===== config.mk =====
export PLATFORM = sky130hd
export DESIGN_NAME = count_stream_decoder
export DESIGN_NICKNAME = d
export VERILOG_FILES = /design/src/rtl/count_stream_pkg.sv /design/src/rtl/step_classifier.sv /design/src/rtl/count_stream_decoder.sv
export SDC_FILE = /design/constraint.sdc
export NUM_CORES = 1
export LEC_CHECK = 0
export ABC_CLOCK_PERIOD_IN_PS = 3800
export CAP_MARGIN = 20
export CORE_MARGIN = 3
export CORE_UTILIZATION = 35
export CTS_BUF_LIST = sky130_fd_sc_hd__clkbuf_4
export CTS_CLUSTER_SIZE = 25
export DETAILED_ROUTE_END_ITERATION = 8
export SLEW_MARGIN = 20
export SYNTH_ARGS = -nofsm -noshare
export SYNTH_HDL_FRONTEND = slang
export SYNTH_SLANG_ARGS = --single-unit

===== constraint.sdc =====
create_clock -name clk -period 3.8 [get_ports clk]
set_input_delay 0.57 -clock clk [delete_from_list [all_inputs] [get_ports clk]]
set_output_delay 0.57 -clock clk [all_outputs]
set_load 0.05 [all_outputs]

===== src/rtl/count_stream_pkg.sv =====
// Shared types and defaults for the count stream decoder.
package count_stream_pkg;

    localparam int unsigned DEFAULT_WIDTH = 8;
    localparam int unsigned RUN_W         = 4;

    typedef enum logic [1:0] {
        DIR_NONE = 2'd0,
        DIR_UP   = 2'd1,
        DIR_DOWN = 2'd2
    } dir_t;

    typedef enum logic [1:0] {
        ACQ  = 2'd0,
        SYNC = 2'd1,
        UP   = 2'd2,
        DOWN = 2'd3
    } dec_state_t;

endpackage


===== src/rtl/step_classifier.sv =====
// Combinational classification of one count step (modulo 2^WIDTH).
module step_classifier
    import count_stream_pkg::*;
#(
    parameter int unsigned WIDTH = DEFAULT_WIDTH
) (
    input  logic [WIDTH-1:0] prev,
    input  logic [WIDTH-1:0] count,
    output logic             is_up,
    output logic             is_down,
    output logic             is_hold,
    output logic             is_wrap
);

    logic [WIDTH-1:0] delta;

    // Modulo difference decides the step kind; wrap is a legal step across max<->0.
    always_comb begin
        delta   = count - prev;
        is_up   = (delta == WIDTH'(1));
        is_down = (delta == '1);
        is_hold = (delta == '0);
        is_wrap = (is_up && (prev == '1) && (count == '0)) ||
                  (is_down && (prev == '0) && (count == '1));
    end

endmodule


===== src/rtl/count_stream_decoder.sv =====
// Reader/checker for an up/down counter bus: decodes direction, checks steps,
// tracks lock and counts illegal steps.
module count_stream_decoder
    import count_stream_pkg::*;
#(
    parameter int unsigned WIDTH  = DEFAULT_WIDTH,
    parameter int unsigned LOCK_N = 2,
    parameter int unsigned ERR_W  = 8
) (
    input  logic             clk,
    input  logic             rst,
    input  logic             valid,
    input  logic [WIDTH-1:0] count,
    output logic [1:0]       dir,
    output logic             ud,
    output logic             wrap,
    output logic             step_err,
    output logic [ERR_W-1:0] err_cnt,
    output logic             locked
);

    localparam logic [RUN_W-1:0] LOCK_V = RUN_W'(LOCK_N);

    dec_state_t       state_q, state_d;
    logic [WIDTH-1:0] prev_q, prev_d;
    dir_t             dir_q, dir_d;
    logic             ud_q, ud_d;
    logic             wrap_q, wrap_d;
    logic             serr_q, serr_d;
    logic [ERR_W-1:0] err_q, err_d;
    logic             locked_q, locked_d;
    logic [RUN_W-1:0] run_q, run_d;

    logic is_up, is_down, is_hold, is_wrap;

    step_classifier #(.WIDTH(WIDTH)) u_cls (
        .prev    (prev_q),
        .count   (count),
        .is_up   (is_up),
        .is_down (is_down),
        .is_hold (is_hold),
        .is_wrap (is_wrap)
    );

    // State register.
    always_ff @(posedge clk or negedge rst) begin
        if (!rst) state_q <= ACQ;
        else      state_q <= state_d;
    end

    // Next state: first sample acquires, then each valid sample is classified.
    always_comb begin
        state_d = state_q;
        if (valid) begin
            if (state_q == ACQ)  state_d = SYNC;
            else if (is_up)      state_d = UP;
            else if (is_down)    state_d = DOWN;
            else if (!is_hold)   state_d = SYNC;
        end
    end

    // Next values of the registered outputs, lock run and error counter.
    always_comb begin
        prev_d   = prev_q;
        dir_d    = dir_q;
        ud_d     = ud_q;
        wrap_d   = 1'b0;
        serr_d   = 1'b0;
        err_d    = err_q;
        locked_d = locked_q;
        run_d    = run_q;
        if (valid) begin
            prev_d = count;
            if (state_q != ACQ) begin
                if (is_up) begin
                    // Run saturates at LOCK_N; a reversal or resync restarts it at 1.
                    run_d    = (state_q == UP) ? ((run_q < LOCK_V) ? run_q + 1'b1 : run_q)
                                               : RUN_W'(1);
                    dir_d    = DIR_UP;
                    ud_d     = 1'b1;
                    wrap_d   = is_wrap;
                    locked_d = (run_d >= LOCK_V);
                end else if (is_down) begin
                    run_d    = (state_q == DOWN) ? ((run_q < LOCK_V) ? run_q + 1'b1 : run_q)
                                                 : RUN_W'(1);
                    dir_d    = DIR_DOWN;
                    ud_d     = 1'b0;
                    wrap_d   = is_wrap;
                    locked_d = (run_d >= LOCK_V);
                end else if (!is_hold) begin
                    serr_d   = 1'b1;
                    err_d    = (err_q == '1) ? err_q : err_q + 1'b1;
                    dir_d    = DIR_NONE;
                    locked_d = 1'b0;
                    run_d    = '0;
                end
            end
        end
    end

    // Output and datapath registers.
    always_ff @(posedge clk or negedge rst) begin
        if (!rst) begin
            prev_q   <= '0;
            dir_q    <= DIR_NONE;
            ud_q     <= 1'b0;
            wrap_q   <= 1'b0;
            serr_q   <= 1'b0;
            err_q    <= '0;
            locked_q <= 1'b0;
            run_q    <= '0;
        end else begin
            prev_q   <= prev_d;
            dir_q    <= dir_d;
            ud_q     <= ud_d;
            wrap_q   <= wrap_d;
            serr_q   <= serr_d;
            err_q    <= err_d;
            locked_q <= locked_d;
            run_q    <= run_d;
        end
    end

    assign dir      = dir_q;
    assign ud       = ud_q;
    assign wrap     = wrap_q;
    assign step_err = serr_q;
    assign err_cnt  = err_q;
    assign locked   = locked_q;

endmodule


==> reports/metrics.csv <==
stage,metric,value,unit
routing,drt-total-wl,4.04,mm
power,power_leakage,0.000966,uW
critical_path,slowest_stage,or4_1,
routing,wl_per_cell,13.5,um
run_status,status,finished clean,
placement,dp_hpwl,3.07,mm
sta,fin_crit_sh,90.4,%
sta,max_freq,0.291,GHz
critical_path,critPathRequiredTime,4.06,ns
finish,drive_above_1_share,8.66,%
critical_path,cp_num_buf_inv,3,
yosys,async_flop_share,100,%
finish,fin_nets,254,
sta,final_max_slew_viol_count,0,
critical_path,path_cells,"clkdlybuf4s50_1, inv_1, ha_1, inv_1, fa_1, a211oi_1, nor2_1, xnor2_1, or2_2, or4_4, or4_1, a21oi_1",
yosys,avgSynthCellArea,9.14,um^2
global_routing,grt_use_total,14.3,%
yosys,synth-seq-cells,28,
routing,drc,0,
placement,placed_cell_area,0.00219,mm^2
finish,regArea,701,um^2
finish,synthToLayoutAreaGrowth,21.7,%
critical_path,critPathLaunchType,primary input,
cts,cts_hold_repair.buffers,0,
cts,numCtsBuffers,3,
routing,drt-initial-drc-count,104,
routing,antenna_left,0,
power,power.total,1000,uW
critical_path,r2r_end,wrap,
yosys,yosys_warnings,0,
routing,first_pass_iters,4,
sta,finalSetupViolations,0,
floorplanning,io_pins,25,
yosys,synth_area,0.00182,mm^2
worst_hold_path,hold_path.startpoint,err_cnt[6],
worst_hold_path,hp-class,register to register,
power,p_per_area,452,mW/mm^2
critical_path,r2r_slack,0.64,ns
finish,antenna_cells,0,
critical_path,cp-end-kind,register,
sta,finalSetupTns,0,ns
floorplanning,die_h,78.1,um
power,peakVddDrop,0.324,mV
floorplanning,chipWidth,78.1,um
cts,clk_latency,0.33,ns
sta,slew_headroom,58.6,%
cts,htreeDepth,1,
sta,rsz0062_at_grt,false,
worst_hold_path,whs_path_depth,1,
sta,finalClockSkew,0.00151,ns
cts,clk_path_buf_depth,2,
cts,post-cts-setup-buffers,0,
routing,via_per_inst,5.15,
cts,clk_pin_slew,0.15,ns
routing,via_count,1536,
critical_path,critPathMaxFanout,2,
critical_path,cp_slowest_stage_delay,0.54,ns
floorplanning,fp-row-count,25,
global_routing,antenna_found_initial,0,
finish,fill_cells,494,
cts,cts-root-buf,clkbuf_4,
finish,multi_input_area,0.00104,mm^2
floorplanning,start_util,37.3,%
critical_path,crit_top_cell,inv_1,
worst_hold_path,hold_end,err_cnt[6],
global_routing,overflow,0,
critical_path,crit_arrival,3.70,ns
floorplanning,die_area,0.00610,mm^2
floorplanning,coreArea,0.00488,mm^2
cts,post_cts_resized,0,
critical_path,critPathKind,primary input to register,
finish,fin_area,0.00221,mm^2
sta,finalHoldViolations,0,
global_routing,grt_max_degree,29,
sta,min_period,3.44,ns
global_routing,grt_pass1_wl,7.05,mm
yosys,synth_cells,199,
critical_path,cpLargestDelayFamily,simple AND/OR/NAND/NOR gates,
yosys,synth_nets,221,
cts,clkSinkCount,28,
sta,worst_pin_slew,0.615,ns
global_routing,grt_pass1_vias,1427,
yosys,synth_edf_count,0,
yosys,synthDistinctLibCells,50,
yosys,synth_seq_area_share,38.5,%
flow_run,drv_cap,0,
placement,place_congestion,0.811,
critical_path,reg2reg_from,prev_q[0],
critical_path,reg2reg_depth,10,
cts,cts_tree,yes,
yosys,synth_ff_type,dfrtp_1,
placement,portBuffers,24,
worst max-delay path by stage:
stage          cells after the start     start    endpoint
6_report                          12  count[0]        wrap
4_1_cts                           12  count[0]        wrap
2_1_floorplan                     12  count[0]        wrap
3_3_place_gp                      13  count[0]  err_cnt[1]
3_5_place_dp                      12  count[0]        wrap
5_1_grt                           12  count[0]        wrap
per-layer routing:
| metal | vias to the layer above | wire length [um] | GRT usage [%] |
|---|---|---|---|
| met5 | - | 0 | 0 |
| met1 | 717 | 1980 | 19.6 |
| li1 | 799 | - | - |
| met3 | 2 | 102 | 2.64 |
| met4 | 0 | 29 | 2.62 |
| met2 | 18 | 1930 | 23.6 |
cell type report:
class / count / area share (%)
Sequential cell: 28 / 31.6
Inverter: 12 / 2.03
Clock inverter: 1 / 0.169
Clock buffer: 3 / 1.02
Timing Repair Buffer: 34 / 14.2
Tap cell: 67 / 3.79
Multi-Input combinational cell: 153 / 47.1
cell families (layout without fill, tap and decap cells):
group | after synthesis | in the layout | share of synthesized area, %
multiplexers | 4 | 4 | 2.41
buffers and inverters | 18 | 50 | 4.13
AO/OA/AOI/OAI | 49 | 49 | 18.2
flip-flops | 28 | 28 | 38.5
adder cells (fa/ha/maj) | 11 | 11 | 7.98
XOR/XNOR | 11 | 11 | 5.30
AND/OR/NAND/NOR | 78 | 78 | 23.5
worst reg2reg max path: cells and delay by family, from the launching register on:
family / cells / cell delay, ns
buf+inv: 1 / 0.04
xor+xnor: 1 / 0.14
compound gates: 2 / 0.46
flops: 1 / 0.44
simple gates: 4 / 1.44
fa+ha+maj: 2 / 0.57
layout by cell type (no fill, tap or decap), types with 4 or more instances in the layout:
| master | synthesis | layout |
|---|---|---|
| clkdlybuf4s50_1 | 0 | 24 |
| o21a_1 | 4 | 4 |
| and2_1 | 4 | 4 |
| or4_1 | 4 | 4 |
| ha_1 | 10 | 10 |
| nand3_1 | 6 | 6 |
| a21oi_1 | 12 | 12 |
| inv_1 | 12 | 12 |
| nor4_1 | 4 | 4 |
| and3_1 | 6 | 6 |
| o21ai_0 | 10 | 10 |
| buf_4 | 0 | 10 |
| nor2_1 | 13 | 13 |
| dfrtp_1 | 28 | 28 |
| xnor2_1 | 8 | 8 |
| nand2_1 | 17 | 17 |
| nand4_1 | 8 | 8 |
registers in the layout, summed over array words and instances, names as in the netlist:
| name | flops |
|---|---|
| err_cnt | 8 |
| prev_q | 8 |
| run_q | 4 |
| dir | 2 |
| state_q | 2 |
| locked | 1 |
| step_err | 1 |
| ud | 1 |
| wrap | 1 |
through the flow:
stage / utilization [%] / instances / worst slack, ns / hold slack [ns]
6_report: 45.4 / 298 / 0.363 / 0.504
4_1_cts: 45.4 / 298 / 0.367 / 0.506
5_1_grt: 45.4 / 298 / 0.186 / 0.538
3_3_place_gp: 44.8 / 294 / 0.0809 / 0.482
3_5_place_dp: 44.8 / 294 / 0.0146 / 0.478
2_1_floorplan: - / 199 / 0.424 / 0.274
cell usage after synthesis, types with 4 or more instances:
master,number,share of area [%]
dfrtp_1,28,39
nand2_1,17,3.5
nor2_1,13,2.7
a21oi_1,12,3.3
inv_1,12,2.5
ha_1,10,6.9
o21ai_0,10,2.8
nand4_1,8,2.8
xnor2_1,8,3.9
and3_1,6,2.1
nand3_1,6,1.7
clkbuf_1,5,1.0
and2_1,4,1.4
nor4_1,4,1.4
o21a_1,4,1.7
or4_1,4,1.7
where the power goes:
| group | switching, uW | leakage (uW) | internal, uW |
|---|---|---|---|
| combinational | 281 | 0.000596 | 190 |
| sequential | 53.9 | 0.000354 | 348 |
| clock | 89.5 | 0.0000154 | 38.6 |
| total | 424 | 0.000966 | 576 |
No activity file was read; power rests on OpenSTA's default activity.
